[config.mk]
export PLATFORM = sky130hd
export DESIGN_NAME = edl_sync_sink
export DESIGN_NICKNAME = d
export VERILOG_FILES = /design/src/rtl/edl_sync_sink.sv
export SDC_FILE = /design/constraint.sdc
export NUM_CORES = 1
export LEC_CHECK = 0
export CAP_MARGIN = 5
export CELL_PAD_IN_SITES_DETAIL_PLACEMENT = 1
export CELL_PAD_IN_SITES_GLOBAL_PLACEMENT = 1
export CORE_MARGIN = 1.5
export CORE_UTILIZATION = 43
export DETAILED_ROUTE_END_ITERATION = 12
export PLACE_DENSITY_LB_ADDON = 0.08
export SYNTH_ARGS = -nofsm -noshare
export SYNTH_HDL_FRONTEND = slang
export SYNTH_SLANG_ARGS = --single-unit
[constraint.sdc]
create_clock -name clk -period 5.2 [get_ports clk]
set_input_delay 1.04 -clock clk [delete_from_list [all_inputs] [get_ports clk]]
set_output_delay 1.04 -clock clk [all_outputs]
set_load 0.03 [all_outputs]
[src/rtl/edl_sync_sink.sv]
// Terminal sink of the EDL asynchronous pipeline: synchronises the 4-phase request/error handshakes
// into clk, captures {Lerr,Ldata} into a FIFO and emits a valid/ready stream. Define EDL_SINK_ERRCNT_EN for err_count.
module edl_sync_sink #(
    parameter int WIDTH       = 32,
    parameter int DEPTH       = 4,
    parameter int SYNC_STAGES = 2,
    parameter int CNT_W       = 16
) (
    input  logic                     clk,
    input  logic                     rst,
    input  logic                     Lreq,
    output logic                     Lack,
    output logic                     LEreq,
    input  logic                     LEack,
    input  logic [WIDTH-1:0]         Ldata,
    input  logic                     Lerr,
    output logic                     out_valid,
    input  logic                     out_ready,
    output logic [WIDTH-1:0]         out_data,
    output logic                     out_err,
    output logic [$clog2(DEPTH):0]   level,
    output logic [CNT_W-1:0]         err_count
);
    localparam int AW = $clog2(DEPTH);
    localparam int LW = AW + 1;

    // Gray-coded so that bit1 is Lack and bit0 is LEreq: both handshake outputs come straight from flops.
    typedef enum logic [1:0] {
        IDLE = 2'b00,
        EREQ = 2'b01,
        RTZ  = 2'b11,
        ERTZ = 2'b10
    } state_t;

    state_t state, state_nx;

    logic [SYNC_STAGES-1:0] lreq_sync, leack_sync;
    logic                   lreq_s, leack_s;

    logic [WIDTH:0]  mem [DEPTH];
    logic [AW-1:0]   wr_ptr, rd_ptr;
    logic [LW-1:0]   count;
    logic            full, pop, push, push_ok;

    always_ff @(posedge clk or posedge rst) begin
        if (rst) begin
            lreq_sync  <= '0;
            leack_sync <= '0;
        end else begin
            lreq_sync  <= {lreq_sync[SYNC_STAGES-2:0], Lreq};
            leack_sync <= {leack_sync[SYNC_STAGES-2:0], LEack};
        end
    end

    assign lreq_s  = lreq_sync[SYNC_STAGES-1];
    assign leack_s = leack_sync[SYNC_STAGES-1];

    assign full      = (count == LW'(DEPTH));
    assign out_valid = (count != '0);
    assign pop       = out_valid & out_ready;
    assign push_ok   = !full || pop;

    always_ff @(posedge clk or posedge rst) begin
        if (rst) state <= IDLE;
        else     state <= state_nx;
    end

    always_comb begin
        state_nx = state;
        unique case (state)
            IDLE:    if (lreq_s)   state_nx = EREQ;
            EREQ:    if (push)     state_nx = RTZ;
            RTZ:     if (!lreq_s)  state_nx = ERTZ;
            ERTZ:    if (!leack_s) state_nx = IDLE;
            default:               state_nx = IDLE;
        endcase
    end

    always_comb begin
        push = 1'b0;
        if (state == EREQ && leack_s && push_ok) push = 1'b1;
    end

    assign Lack  = state[1];
    assign LEreq = state[0];

    always_ff @(posedge clk or posedge rst) begin
        if (rst) begin
            wr_ptr <= '0;
            rd_ptr <= '0;
            count  <= '0;
            for (int i = 0; i < DEPTH; i++) mem[i] <= '0;
        end else begin
            if (push) begin
                mem[wr_ptr] <= {Lerr, Ldata};
                wr_ptr      <= wr_ptr + 1'b1;
            end
            if (pop) rd_ptr <= rd_ptr + 1'b1;
            case ({push, pop})
                2'b10:   count <= count + 1'b1;
                2'b01:   count <= count - 1'b1;
                default: count <= count;
            endcase
        end
    end

    assign {out_err, out_data} = mem[rd_ptr];
    assign level               = count;

`ifdef EDL_SINK_ERRCNT_EN
    logic [CNT_W-1:0] err_cnt;

    // Saturating: a wrapped count would under-report a burst of errors.
    always_ff @(posedge clk or posedge rst) begin
        if (rst)                                  err_cnt <= '0;
        else if (push && Lerr && (err_cnt != '1)) err_cnt <= err_cnt + 1'b1;
    end

    assign err_count = err_cnt;
`else
    assign err_count = '0;
`endif

endmodule

==> results of run 1 <==
[cells by family after synthesis]
logic type      Yosys count
compound gates            3
xor+xnor                  6
fa+ha+maj                 7
buf+inv                  45
flops                   145
mux                     167
other cells               1
simple gates             10
[where the power goes]
| part | leakage (nW) | switching [mW] | internal (mW) |
|---|---|---|---|
| clock network | 0.323 | 0.472 | 0.885 |
| registers | 1.79 | 0.441 | 1.68 |
| logic | 1.62 | 1.17 | 1.65 |
| total | 3.74 | 2.09 | 4.21 |
[critical path, cell delays in order, from the launching register on]
cell and delay [ps]:
dfrtp_2 790, buf_4 360, mux4_2 560, clkdlybuf4s50_1 610
[cells in the mapped netlist, drive strengths merged]
cell type	number	area share (%)
dfrtp	145	52
mux2	133	28
mux4	33	11
buf	32	4.0
inv	8	0.43
clkbuf	5	0.27
ha	5	0.90
nor4b	5	1.7
xnor2	3	0.38
xor2	3	0.38
nand2	2	0.11
o21ai	2	0.14
conb	1	0.054
fa	1	0.29
maj3	1	0.14
mux2i	1	0.14
nor2	1	0.054
nor3	1	0.072
o31a	1	0.14
or3	1	0.11
[area by class of cell]
class / count / area share (%)
Sequential cell: 145 / 42.7
Multi-Input combinational cell: 209 / 36.1
Timing Repair Buffer: 87 / 9.92
Clock buffer: 21 / 5.53
Tap cell: 216 / 3.18
Clock inverter: 11 / 2.15
Inverter: 8 / 0.412
[flip-flops by register name, indices dropped and copies added (netlist names)]
| name | flops |
|---|---|
| wr_ptr | 2 |
| lreq_sync | 2 |
| leack_sync | 2 |
| level | 3 |
| rd_ptr | 2 |
| mem | 132 |
| state | 2 |
[final timing paths]
path                            endpoint  cells past startpoint
setup / recovery            out_data[26]                      3
max in group asynchronous       mem[102]                      3
min in group asynchronous       mem[101]                      2
hold / removal             leack_sync[1]                      0
setup reg to reg                level[2]                      9
hold reg to reg            leack_sync[1]                      0
[layer usage]
layer | share of wire [%] | wire (microns)
met1 | 46 | 6610
met2 | 49 | 7070
met3 | 4.2 | 607
met4 | 1.5 | 222
met5 | 0 | 0
[through the flow]
step | hold slack [ps] | cells | cell area [sq um]
4_1_cts | 353 | 697 | 8500
6_report | 350 | 697 | 8500
5_1_grt | 368 | 697 | 8500
2_1_floorplan | 331 | 399 | 7020
3_3_place_gp | 331 | 665 | 7850
3_5_place_dp | 340 | 665 | 7850
==> results.toml, run 1 <==
[global_routing]
met1_usage_pct = 24.6
grtUsageTotal_pct = 19.0
grt_max_degree = 117
grt_first_pass_wirelength_mm = 23.8
grt-busiest-layer = "met2"
use_met3_pct = 5.37
antenna_found_initial = 0
grt_overflow_total = 0
gr-usage-met2_pct = 30.8
grt_pass1_vias = 4157

[clock_tree]
clk_latency_ps = 420
ctsHoldBuffers = 0
cts.root.buffer_cell = "clkbuf_16"
clkTransAtPathRegs_ps = 60
cts_tree = "done"
htreeDepth = 4
cts.repair.resized = 0
cts_inserted_buffers = 17
postCtsSetupBuffers = 0
clockBufferDepth = 2
clkSinkCount = 145

[worst_setup_path]
startpoint_type = "flop"
r2r_start = "level[0]"
cp.arrival_ps = 2740
critPathRequiredTime_ps = 4160
critPathCaptureType = "primary output"
crit_fanout = 19
crit_path_start = "rd_ptr[0]"
reg2reg_slack_ps = 2540
worstSetupPathType = "flop to primary output"

[placed_design]
dp_hpwl_mm = 8.67
routabilityCongestion = 0.656
pre_cts_slack_ps = 1610
port_buffers = 76

[floorplan]
die_h_microns = 130
die_area_sq_um = 17000
die_w_microns = 130
rows = 46
initial_core_util_pct = 44.0
num_io_pins = 93
coreArea_sq_um = 15800

[sta]
worst_pin_slew_ps = 1070
fin_crit_ps = 3780
setup_viol = 0
finalSetupTns_ps = 0
relSlewSlack_pct = 28.7
skew_ps = 8.58
finalMaxSlewViolations = 0
rsz0062_at_grt = "no"
max_freq_ghz = 0.265
fin_ws_ps = 1420
hold_violations = 0
finalCritPeriodShare_pct = 72.6

[layout]
regArea_sq_um = 3630
final_util_pct = 53.7
diodes = 0
multi_input_area_sq_um = 3070
fin_nets = 512
fillCellCount = 1451
final_cell_mix = "143 x dfrtp_1, 120 x mux2_4, 76 x clkdlybuf4s50_1, 33 x mux4_2, 17 x clkbuf_16"
drive_gt1_share_pct = 45.3
syn2layout_area_growth_pct = 22.1
final_common_cell = "dfrtp_1"

[route]
vias = 3517
firstDrtPassIters = 4
ant_nets = 0
wl_mm = 14.5
routedWlPerCell_microns = 20.8
drt-initial-drc-count = 121
drc = 0
viasPerCell = 5.05

[synth]
synth_fa_ha_area_share_pct = 1.33
syn_area_sq_um = 6970
muxShareOfSynthArea_pct = 38.8
yosysWarnings = 0
synth_top_family_by_area = "multiplexers"
ys_types = 23
synth-compound-area-share_pct = 0.287
syn_avg_cell_area_sq_um = 18.1
synth_cells = 384
seq_area_frac_synth_pct = 52.1
ys_seq_elements = 145
synthXorXnorAreaFrac_pct = 0.754
synthSimpleGateAreaFrac_pct = 2.05

[job]
maxCapViolCount = 0

[power_and_ir_drop]
leakage_nw = 3.74
ir_drop_mv = 0.358
power.density_nw_per_um2 = 740
p_total_mw = 6.29

[min_path]
hold_path_startpoint = "leack_sync[0]"
hold_path.class = "flop to flop"

[status]
status = "complete, no violations"
Power figures use the tool's default switching activity.
==> run 2: changes to the inputs <==
--- a/config.mk
+++ b/config.mk
@@ -9,7 +9,7 @@
 export CELL_PAD_IN_SITES_DETAIL_PLACEMENT = 1
 export CELL_PAD_IN_SITES_GLOBAL_PLACEMENT = 1
 export CORE_MARGIN = 1.5
-export CORE_UTILIZATION = 43
+export CORE_UTILIZATION = 47
 export DETAILED_ROUTE_END_ITERATION = 12
 export PLACE_DENSITY_LB_ADDON = 0.08
 export SYNTH_ARGS = -nofsm -noshare
==> constraint.sdc (replaced) <==
create_clock -name clk -period 3.8 [get_ports clk]
set_input_delay 0.76 -clock clk [delete_from_list [all_inputs] [get_ports clk]]
set_output_delay 0.76 -clock clk [all_outputs]
set_load 0.03 [all_outputs]
==> results.toml, run 2 (synthesis gave the netlist of run 1 again) <==
[status]
status = "complete, no violations"

[layout]
final_util_pct = 58.7
top_register = "mem"
final_cell_mix = "143 x dfrtp_1, 120 x mux2_4, 76 x clkdlybuf4s50_1, 33 x mux4_2, 17 x clkbuf_16"
fin_nets = 513
drive_gt1_share_pct = 45.4
final_common_cell = "dfrtp_1"
diodes = 0
syn2layout_area_growth_pct = 22.1
fillCellCount = 1277
largest_reg_flops = 132

[worst_setup_path]
worstSetupPathType = "flop to primary output"
critPathCaptureType = "primary output"
crit_path_start = "rd_ptr[0]"
critPathRequiredTime_ps = 3040
crit_fanout = 27
cp.arrival_ps = 2480
cp_slowest_cell = "clkdlybuf4s50_1"
critical_path.cell_chain = "buf_12 -> mux4_2 -> clkdlybuf4s50_1"
critPathMaxStageDelay_ps = 640
startpoint_type = "flop"
r2r_start = "level[1]"

[clock_tree]
clkTransAtPathRegs_ps = 60
cts_inserted_buffers = 17
htreeDepth = 4
cts_tree = "done"
clk_latency_ps = 420
clkSinkCount = 145
ctsHoldBuffers = 0
postCtsSetupBuffers = 0
cts.root.buffer_cell = "clkbuf_16"
cts.repair.resized = 0
clockBufferDepth = 2

[floorplan]
initial_core_util_pct = 48.1
die_h_microns = 125
die_w_microns = 125
coreArea_sq_um = 14500
rows = 44
die_area_sq_um = 15600
num_io_pins = 93

[sta]
max_freq_ghz = 0.309
setup_viol = 0
fin_hold_ws_ps = 348
finalSetupTns_ps = 0
worst_pin_slew_ps = 782
hold_violations = 0
fin_crit_ps = 3240
relSlewSlack_pct = 47.9
finalCritPeriodShare_pct = 85.2
rsz0062_at_grt = "no"
finalMaxSlewViolations = 0
skew_ps = 7.46

[route]
firstDrtPassIters = 4
vias = 3545
ant_nets = 0
drc = 0
routedWlPerCell_microns = 20.7
drt-initial-drc-count = 132
viasPerCell = 5.32
wl_mm = 13.8

[min_path]
hold_path.class = "flop to flop"
hold_path_startpoint = "leack_sync[0]"

[power_and_ir_drop]
power.density_nw_per_um2 = 1010
leakage_nw = 3.74
ir_drop_mv = 0.503

[job]
maxCapViolCount = 0

[global_routing]
grt_pass1_vias = 4000
grt_overflow_total = 0
grt_first_pass_wirelength_mm = 22.9
grtUsageTotal_pct = 19.4
antenna_found_initial = 0
grt_max_degree = 146

[placed_design]
port_buffers = 76
dp_hpwl_mm = 8.20
routabilityCongestion = 0.711
==> run 2: changes by cell type in the layout (fill, tap and decap cells not counted), sizes merged <==
cell	delta
bufinv	+1
clkbuf	-3
clkinvlp	+5
clkinv	-3
buf	+1
==> run 2: routing by layer <==
| layer | share of wire (%) | global-route usage, % |
|---|---|---|
| met1 | 46 | 26.3 |
| met2 | 49 | 30.2 |
| met3 | 3.2 | 4.94 |
| met4 | 1.5 | 7.23 |
| met5 | 0 | 0 |
==> run 2: area by class of cell <==
type	count	area, sq um	area share (%)
well taps	184	230	2.71
clock buffers	18	429	5.05
repair buffers	88	876	10.3
inverters	8	33.8	0.397
flip-flops and latches	145	3630	42.7
clock inverters	14	236	2.78
multi-input cells	209	3070	36.1
==> run 2: path summary, 6_finish.rpt <==
kind                                  to  slack (ps)  depth (start not counted)
setup / recovery            out_data[27]         560                          3
hold / removal             leack_sync[1]         350                          0
setup reg to reg                level[2]        1320                          9
hold reg to reg            leack_sync[1]         350                          0
max in group asynchronous        mem[15]        2300                          3
min in group asynchronous        mem[32]         930                          3
==> run 2: stage by stage <==
stage / area, sq um / power, mW / std cells / worst slack [ps]
2_1_floorplan: 7030 / 5.58 / 399 / 1210
3_3_place_gp: 7840 / 6.68 / 634 / 611
3_5_place_dp: 7840 / 6.78 / 634 / 563
4_1_cts: 8510 / 8.74 / 666 / 479
5_1_grt: 8510 / 9.07 / 666 / 444
6_report: 8510 / 8.63 / 666 / 563
==> run 2: critical path: cells and delay by family, from the launching register on <==
kind | cells | cell delay, ps
buffers and inverters | 2 | 930
flip-flops | 1 | 550
multiplexers | 1 | 550
==> run 2: power breakdown <==
part | leakage [nW] | internal [mW] | switching, mW
Clock | 0.309 | 1.23 | 0.658
Combinational | 1.63 | 2.27 | 1.66
Sequential | 1.79 | 2.30 | 0.519
==> run 3: changes to the inputs <==
--- a/config.mk
+++ b/config.mk
@@ -5,6 +5,7 @@
 export SDC_FILE = /design/constraint.sdc
 export NUM_CORES = 1
 export LEC_CHECK = 0
+export ABC_CLOCK_PERIOD_IN_PS = 3800
 export CAP_MARGIN = 5
 export CELL_PAD_IN_SITES_DETAIL_PLACEMENT = 1
 export CELL_PAD_IN_SITES_GLOBAL_PLACEMENT = 1
==> results of run 3 <==
Final layout, timing and power as in run 2 (identical DEF).
